===== src/rtl/gat_pkg.sv =====
// Shared types and helpers for the GAT BRAM load controller.
package gat_pkg;

  localparam int DEF_ADDR_SHIFT = 2;

  typedef enum logic [1:0] {
    ST_IDLE  = 2'd0,
    ST_LOAD  = 2'd1,
    ST_START = 2'd2,
    ST_RUN   = 2'd3
  } load_state_t;

  // Byte addresses are handled at 32 bits; callers zero-extend and slice.
  function automatic logic [31:0] word_addr(input logic [31:0] byte_addr, input int shift);
    return byte_addr >> shift;
  endfunction

  function automatic logic addr_misaligned(input logic [31:0] byte_addr, input int shift);
    logic [31:0] mask;
    mask = (32'd1 << shift) - 32'd1;
    return |(byte_addr & mask);
  endfunction

endpackage


===== src/rtl/gat_load_ch.sv =====
// One load channel: input register stage, accept filter, write counter
// against a latched depth, and sticky error flags.
module gat_load_ch
  import gat_pkg::*;
#(
  parameter int DATA_W     = 32,
  parameter int ADDR_W     = 20,
  parameter int ADDR_SHIFT = DEF_ADDR_SHIFT,
  parameter int CNT_W      = 18
) (
  input  logic                         clk,
  input  logic                         rst_n,
  input  logic                         restart_i,
  input  logic                         in_load_i,
  input  logic [CNT_W-1:0]             cfg_depth_i,
  input  logic [DATA_W-1:0]            s_din_i,
  input  logic                         s_ena_i,
  input  logic                         s_wea_i,
  input  logic [ADDR_W-1:0]            s_addra_i,
  output logic [DATA_W-1:0]            m_din_o,
  output logic                         m_ena_o,
  output logic                         m_wea_o,
  output logic [ADDR_W-ADDR_SHIFT-1:0] m_addra_o,
  output logic                         ch_done_o,
  output logic                         err_misalign_o,
  output logic                         err_range_o,
  output logic                         err_locked_o
);

  logic [31:0]                  word;
  logic                         misalign, full, oob, wr_live, rd, accept;

  logic [CNT_W-1:0]             cnt_q, cnt_d, depth_q, depth_d;
  logic                         armed_q, armed_d;
  logic                         err_mis_q, err_mis_d;
  logic                         err_rng_q, err_rng_d;
  logic                         err_lck_q, err_lck_d;
  logic [DATA_W-1:0]            m_din_q;
  logic [ADDR_W-ADDR_SHIFT-1:0] m_addra_q;
  logic                         m_ena_q, m_wea_q;

  assign word     = word_addr(32'(s_addra_i), ADDR_SHIFT);
  assign misalign = addr_misaligned(32'(s_addra_i), ADDR_SHIFT);
  assign full     = (cnt_q == depth_q);
  assign oob      = (word >= 32'(depth_q));
  // A restart in the same cycle swallows the write silently.
  assign wr_live  = s_ena_i & s_wea_i & ~restart_i;
  assign rd       = s_ena_i & ~s_wea_i;
  assign accept   = wr_live & in_load_i & ~misalign & ~oob & ~full;

  always_comb begin
    cnt_d     = cnt_q;
    depth_d   = depth_q;
    armed_d   = armed_q;
    err_mis_d = err_mis_q;
    err_rng_d = err_rng_q;
    err_lck_d = err_lck_q;
    if (restart_i) begin
      cnt_d     = '0;
      depth_d   = cfg_depth_i;
      armed_d   = 1'b1;
      err_mis_d = 1'b0;
      err_rng_d = 1'b0;
      err_lck_d = 1'b0;
    end else begin
      if (accept) cnt_d = cnt_q + CNT_W'(1);
      if (wr_live && !in_load_i) err_lck_d = 1'b1;
      if (wr_live && in_load_i && misalign) err_mis_d = 1'b1;
      // A full channel rejects further writes as out of range.
      if (wr_live && in_load_i && (oob || full)) err_rng_d = 1'b1;
    end
  end

  always_ff @(posedge clk or negedge rst_n) begin
    if (!rst_n) begin
      cnt_q     <= '0;
      depth_q   <= '0;
      armed_q   <= 1'b0;
      err_mis_q <= 1'b0;
      err_rng_q <= 1'b0;
      err_lck_q <= 1'b0;
      m_din_q   <= '0;
      m_addra_q <= '0;
      m_ena_q   <= 1'b0;
      m_wea_q   <= 1'b0;
    end else begin
      cnt_q     <= cnt_d;
      depth_q   <= depth_d;
      armed_q   <= armed_d;
      err_mis_q <= err_mis_d;
      err_rng_q <= err_rng_d;
      err_lck_q <= err_lck_d;
      m_din_q   <= s_din_i;
      m_addra_q <= word[ADDR_W-ADDR_SHIFT-1:0];
      m_ena_q   <= accept | rd;
      m_wea_q   <= accept;
    end
  end

  // armed_q keeps the reset-time 0 == 0 compare from reading as done.
  assign ch_done_o      = armed_q & full;
  assign m_din_o        = m_din_q;
  assign m_addra_o      = m_addra_q;
  assign m_ena_o        = m_ena_q;
  assign m_wea_o        = m_wea_q;
  assign err_misalign_o = err_mis_q;
  assign err_range_o    = err_rng_q;
  assign err_locked_o   = err_lck_q;

endmodule


===== src/rtl/gat_bram_load_ctrl.sv =====
// N-channel BRAM load controller: per-channel write filtering and counting,
// then a start pulse to the GAT core and tracking until it reports ready.
module gat_bram_load_ctrl
  import gat_pkg::*;
#(
  parameter int NUM_CH     = 3,
  parameter int DATA_W     = 32,
  parameter int ADDR_W     = 20,
  parameter int ADDR_SHIFT = DEF_ADDR_SHIFT,
  parameter int CNT_W      = 18
) (
  input  logic                                clk,
  input  logic                                rst_n,
  input  logic                                load_start,
  input  logic [NUM_CH*CNT_W-1:0]             cfg_depth,
  input  logic [NUM_CH*DATA_W-1:0]            s_din,
  input  logic [NUM_CH-1:0]                   s_ena,
  input  logic [NUM_CH-1:0]                   s_wea,
  input  logic [NUM_CH*ADDR_W-1:0]            s_addra,
  output logic [NUM_CH*DATA_W-1:0]            m_din,
  output logic [NUM_CH-1:0]                   m_ena,
  output logic [NUM_CH-1:0]                   m_wea,
  output logic [NUM_CH*(ADDR_W-ADDR_SHIFT)-1:0] m_addra,
  output logic [NUM_CH-1:0]                   ch_done,
  output logic                                gat_start,
  input  logic                                gat_ready,
  output logic                                layer_done,
  output logic                                busy,
  output logic [NUM_CH-1:0]                   err_misalign,
  output logic [NUM_CH-1:0]                   err_range,
  output logic [NUM_CH-1:0]                   err_locked,
  output logic [1:0]                          dbg_state
);

  localparam int WA_W = ADDR_W - ADDR_SHIFT;

  load_state_t state_q, state_d;
  logic        ready_q;
  logic        layer_done_q, layer_done_d;
  logic        restart, in_load, all_done, ready_rise;

  // load_start is honoured only before the core has been started.
  assign restart    = load_start & ((state_q == ST_IDLE) | (state_q == ST_LOAD));
  assign in_load    = (state_q == ST_LOAD);
  assign all_done   = &ch_done;
  assign ready_rise = gat_ready & ~ready_q;

  for (genvar k = 0; k < NUM_CH; k++) begin : g_ch
    gat_load_ch #(
      .DATA_W    (DATA_W),
      .ADDR_W    (ADDR_W),
      .ADDR_SHIFT(ADDR_SHIFT),
      .CNT_W     (CNT_W)
    ) u_ch (
      .clk           (clk),
      .rst_n         (rst_n),
      .restart_i     (restart),
      .in_load_i     (in_load),
      .cfg_depth_i   (cfg_depth[k*CNT_W +: CNT_W]),
      .s_din_i       (s_din[k*DATA_W +: DATA_W]),
      .s_ena_i       (s_ena[k]),
      .s_wea_i       (s_wea[k]),
      .s_addra_i     (s_addra[k*ADDR_W +: ADDR_W]),
      .m_din_o       (m_din[k*DATA_W +: DATA_W]),
      .m_ena_o       (m_ena[k]),
      .m_wea_o       (m_wea[k]),
      .m_addra_o     (m_addra[k*WA_W +: WA_W]),
      .ch_done_o     (ch_done[k]),
      .err_misalign_o(err_misalign[k]),
      .err_range_o   (err_range[k]),
      .err_locked_o  (err_locked[k])
    );
  end

  always_comb begin
    state_d      = state_q;
    layer_done_d = 1'b0;
    case (state_q)
      ST_IDLE:  if (load_start) state_d = ST_LOAD;
      ST_LOAD:  if (!load_start && all_done) state_d = ST_START;
      ST_START: state_d = ST_RUN;
      ST_RUN: begin
        if (ready_rise) begin
          state_d      = ST_IDLE;
          layer_done_d = 1'b1;
        end
      end
      default:  state_d = ST_IDLE;
    endcase
  end

  always_ff @(posedge clk or negedge rst_n) begin
    if (!rst_n) begin
      state_q      <= ST_IDLE;
      ready_q      <= 1'b0;
      layer_done_q <= 1'b0;
    end else begin
      state_q      <= state_d;
      ready_q      <= gat_ready;
      layer_done_q <= layer_done_d;
    end
  end

  assign gat_start  = (state_q == ST_START);
  assign busy       = (state_q != ST_IDLE);
  assign layer_done = layer_done_q;
  assign dbg_state  = state_q;

endmodule


===== config.mk =====
export PLATFORM = sky130hd
export DESIGN_NAME = gat_bram_load_ctrl
export DESIGN_NICKNAME = d
export VERILOG_FILES = /design/src/rtl/gat_pkg.sv /design/src/rtl/gat_load_ch.sv /design/src/rtl/gat_bram_load_ctrl.sv
export SDC_FILE = /design/constraint.sdc
export NUM_CORES = 1
export LEC_CHECK = 0
export ABC_AREA = 1
export BUFFER_PORTS_ARGS = -buffer_cell sky130_fd_sc_hd__buf_2
export CORE_AREA = 2 2 169 171
export DETAILED_ROUTE_END_ITERATION = 16
export DIE_AREA = 0 0 171 173
export GPL_ROUTABILITY_DRIVEN = 0
export PLACE_DENSITY = 0.71
export SLEW_MARGIN = 40
export SYNTH_ARGS = -nofsm -noshare
export SYNTH_HDL_FRONTEND = slang
export SYNTH_SLANG_ARGS = --single-unit

===== constraint.sdc =====
create_clock -name clk -period 3 [get_ports clk]
set_input_delay 0.3 -clock clk [delete_from_list [all_inputs] [get_ports clk]]
set_output_delay 0.3 -clock clk [all_outputs]
set_load 0.005 [all_outputs]

==> impl_metrics.ini <==
[status]
run_status = completed

[timing]
period_needed_ns = 2.712
slew_viol_final = 0
worst_slew_pin_slew_ns = 0.6145
max_slew_margin = 0.5866
finalCritPeriodShare = 0.9040
fin_skew_ns = 0.01021
timing.fmax_mhz = 368.7
rsz0062_at_grt = false
setup_tns_ns = 0
setup_violations = 0
report.final.hold_viol_count = 0
hold_slack_ns = 0.02956

[drt]
drtPass1Iterations = 7
wl_mm = 39.65
vias = 11460
post_drt_wl_per_cell_um = 17.04
ant_nets = 0
drcViolationCount = 0
drt_iter0_markers = 889
via_per_inst = 4.926

[synth]
synth_seq_cells = 278
netlist_top_cells_count = 352 x nand2_1, 278 x dfrtp_1, 133 x inv_1, 87 x nor2_1, 84 x nand3_1
yosysSeqAreaShare = 0.5629
ys.flop_type = dfrtp_1
syn_nets = 1613
async_reset_ff_frac = 1.000
post-synth-top-area-cell = dfrtp_1
netlist.area_leader.share = 0.5629
syn-cell-area_mm2 = 0.01236
ys_warn_count = 0
synth_area_leaders = dfrtp_1 56%, nand2_1 11%, ha_1 6.2%
yosysUniqueCellTypes = 40
synthCells = 1332
synth.most_common_cell = nand2_1
syn_avg_cell_area_um2 = 9.278
synth_edf_count = 0

[clocking]
cts_buffers = 31
cts_root_buf = clkbuf_16
postCtsHoldBufs = 208
h-tree-depth = 1
post_cts_resize_count = 0
clock_sinks = 278
clock_path_buffers = 3
cts_tree = built
clk_latency_ns = 0.55
cts_setup_buffers = 0
clk_pin_slew_ns = 0.06

[worst_setup_path]
crit_path_max_incr_delay_ns = 0.55
path_common_cell = nand2_1
critPathLaunch = s_addra[45]
worstReg2RegStart = dbg_state[1]
critPathArrivalTime_ns = 3.20
required_ns = 3.48
cp-end-kind = flip-flop
cp_max_fo = 20
cp-start-kind = input pin
path_class = input pin to flip-flop
crit_slowest_cell = dlygate4sd3_1
crit_chain = dlygate4sd3_1, buf_2, ha_1, a21oi_1, o21ai_0, nand2_1, o211ai_1, nand2_1, nand4_2, inv_2, nand3_1, nand2_1

[global_routing]
grt_max_degree = 119
groute.usage.overall = 0.2631
grt-ovfl-total = 0
antenna_found_initial = 7
grt_pass1_wl_mm = 61.91
grt_pass1_vias = 11860

[final_layout]
final_core_util = 0.6440
seqCellArea_mm2 = 0.006957
num-fill-cells = 2171
area_growth_pct = 43.97
drive_gt1_frac = 0.2570
multiInputGateArea_mm2 = 0.004489
fin_nets = 2199

[floorplanning]
start_util = 0.4473
pin_count = 393
rows = 61
core_mm2 = 0.02763
die_x_um = 171
die_h_um = 173
dieArea_mm2 = 0.02958

[hold_path]
hold_start = s_addra[20]
hp-class = input pin to flip-flop

[power]
power_leakage_nw = 9.052
ir_worst_vdd_v = 0.0004537
power_density_mw_per_mm2 = 685.1

[flow_run]
maxCapViolCount = 0

[place]
port_buffers = 392
hpwlAfterDp_mm = 25.59
## power by group
part / internal [mW] / switching, mW / leakage [nW]
registers: 4.31 / 0.323 / 3.42
logic: 1.34 / 2.16 / 5.11
clock network: 2.41 / 1.64 / 0.515
## cell usage in the layout, fill, tap and decap left out, types with 15 or more instances in the layout
cell type / synthesis / routed
clkbuf_16: 0 / 31
nor3_1: 20 / 20
o21ai_1: 15 / 15
nand4_1: 41 / 41
inv_1: 133 / 133
dlygate4sd3_1: 0 / 208
a21oi_1: 22 / 21
ha_1: 61 / 61
nand2_1: 352 / 352
nand3_1: 84 / 84
buf_2: 13 / 391
inv_2: 21 / 22
nor2_1: 87 / 86
o21ai_0: 69 / 69
xor2_1: 43 / 43
dfrtp_1: 278 / 278
## sequential cells by signal, indices dropped and copies added, names as in the netlist
register	count
g_ch.u_ch.armed_q	1
ready_q	1
g_ch.u_ch.m_addra_o	54
dbg_state	2
g_ch.u_ch.cnt_q	54
g_ch.u_ch.m_ena_o	3
layer_done	1
g_ch.u_ch.m_wea_o	3
g_ch.u_ch.m_din_o	96
g_ch.u_ch.depth_q	54
g_ch.u_ch.err_locked_o	3
g_ch.u_ch.err_misalign_o	3
g_ch.u_ch.err_range_o	3
## path summary, 6_finish.rpt
| path | endpoint | slack (ns) | cells past startpoint |
|---|---|---|---|
| max reg2reg | g_ch[2].u_ch.cnt_q[2] | 0.31 | 10 |
| min | g_ch[1].u_ch.err_misalign_o | 0.03 | 3 |
| max | g_ch[2].u_ch.cnt_q[2] | 0.29 | 12 |
| min reg2reg | g_ch[1].u_ch.err_misalign_o | 0.48 | 2 |
| max in group asynchronous | g_ch[2].u_ch.err_misalign_o | 1.74 | 4 |
| min in group asynchronous | g_ch[1].u_ch.m_addra_o[14] | 0.30 | 2 |
## stage by stage
step                      instances  area (µm²)  power [mW]  setup WS [ns]
after global placement         2055       14600       7.752         0.4217
after detailed placement       2055       14600       7.871         0.3647
final                          2327       17790       12.19         0.2879
after floorplan                1332       12360       6.782          1.242
after global routing           2327       17790       12.99        0.06420
after CTS                      2320       17770       12.13         0.3498
## cell families after synthesis
| kind of cell | Yosys count | synth area share |
|---|---|---|
| AOI/OAI and AO/OA | 115 | 0.04840 |
| buffers and inverters | 212 | 0.07492 |
| xor gates and xnor gates | 47 | 0.03331 |
| adders and majority gates | 61 | 0.06176 |
| DFF | 278 | 0.5629 |
| and+or+nand+nor | 619 | 0.2187 |
## critical path: cells and delay by family
kind | cells | cell delay [ns]
compound gates | 3 | 0.48
simple gates | 5 | 0.89
buf+inv | 3 | 1.20
fa+ha+maj | 1 | 0.31
## cell type report
type / instances / area share
repair buffers: 610 / 0.2349
clock inverters: 22 / 0.01540
well taps: 378 / 0.02658
inverters: 155 / 0.03270
multi-input cells: 842 / 0.2523
clock buffers: 35 / 0.04613
flip-flops and latches: 278 / 0.3910
diodes: 7 / 0.0009845
## metal layers
metal	global-route usage	wire length [µm]
met1	0.3068	15190
met3	0.06638	3130
met4	0.1013	1413
met5	0	0
met2	0.4619	19920
No activity file was read; power rests on OpenSTA's default activity.
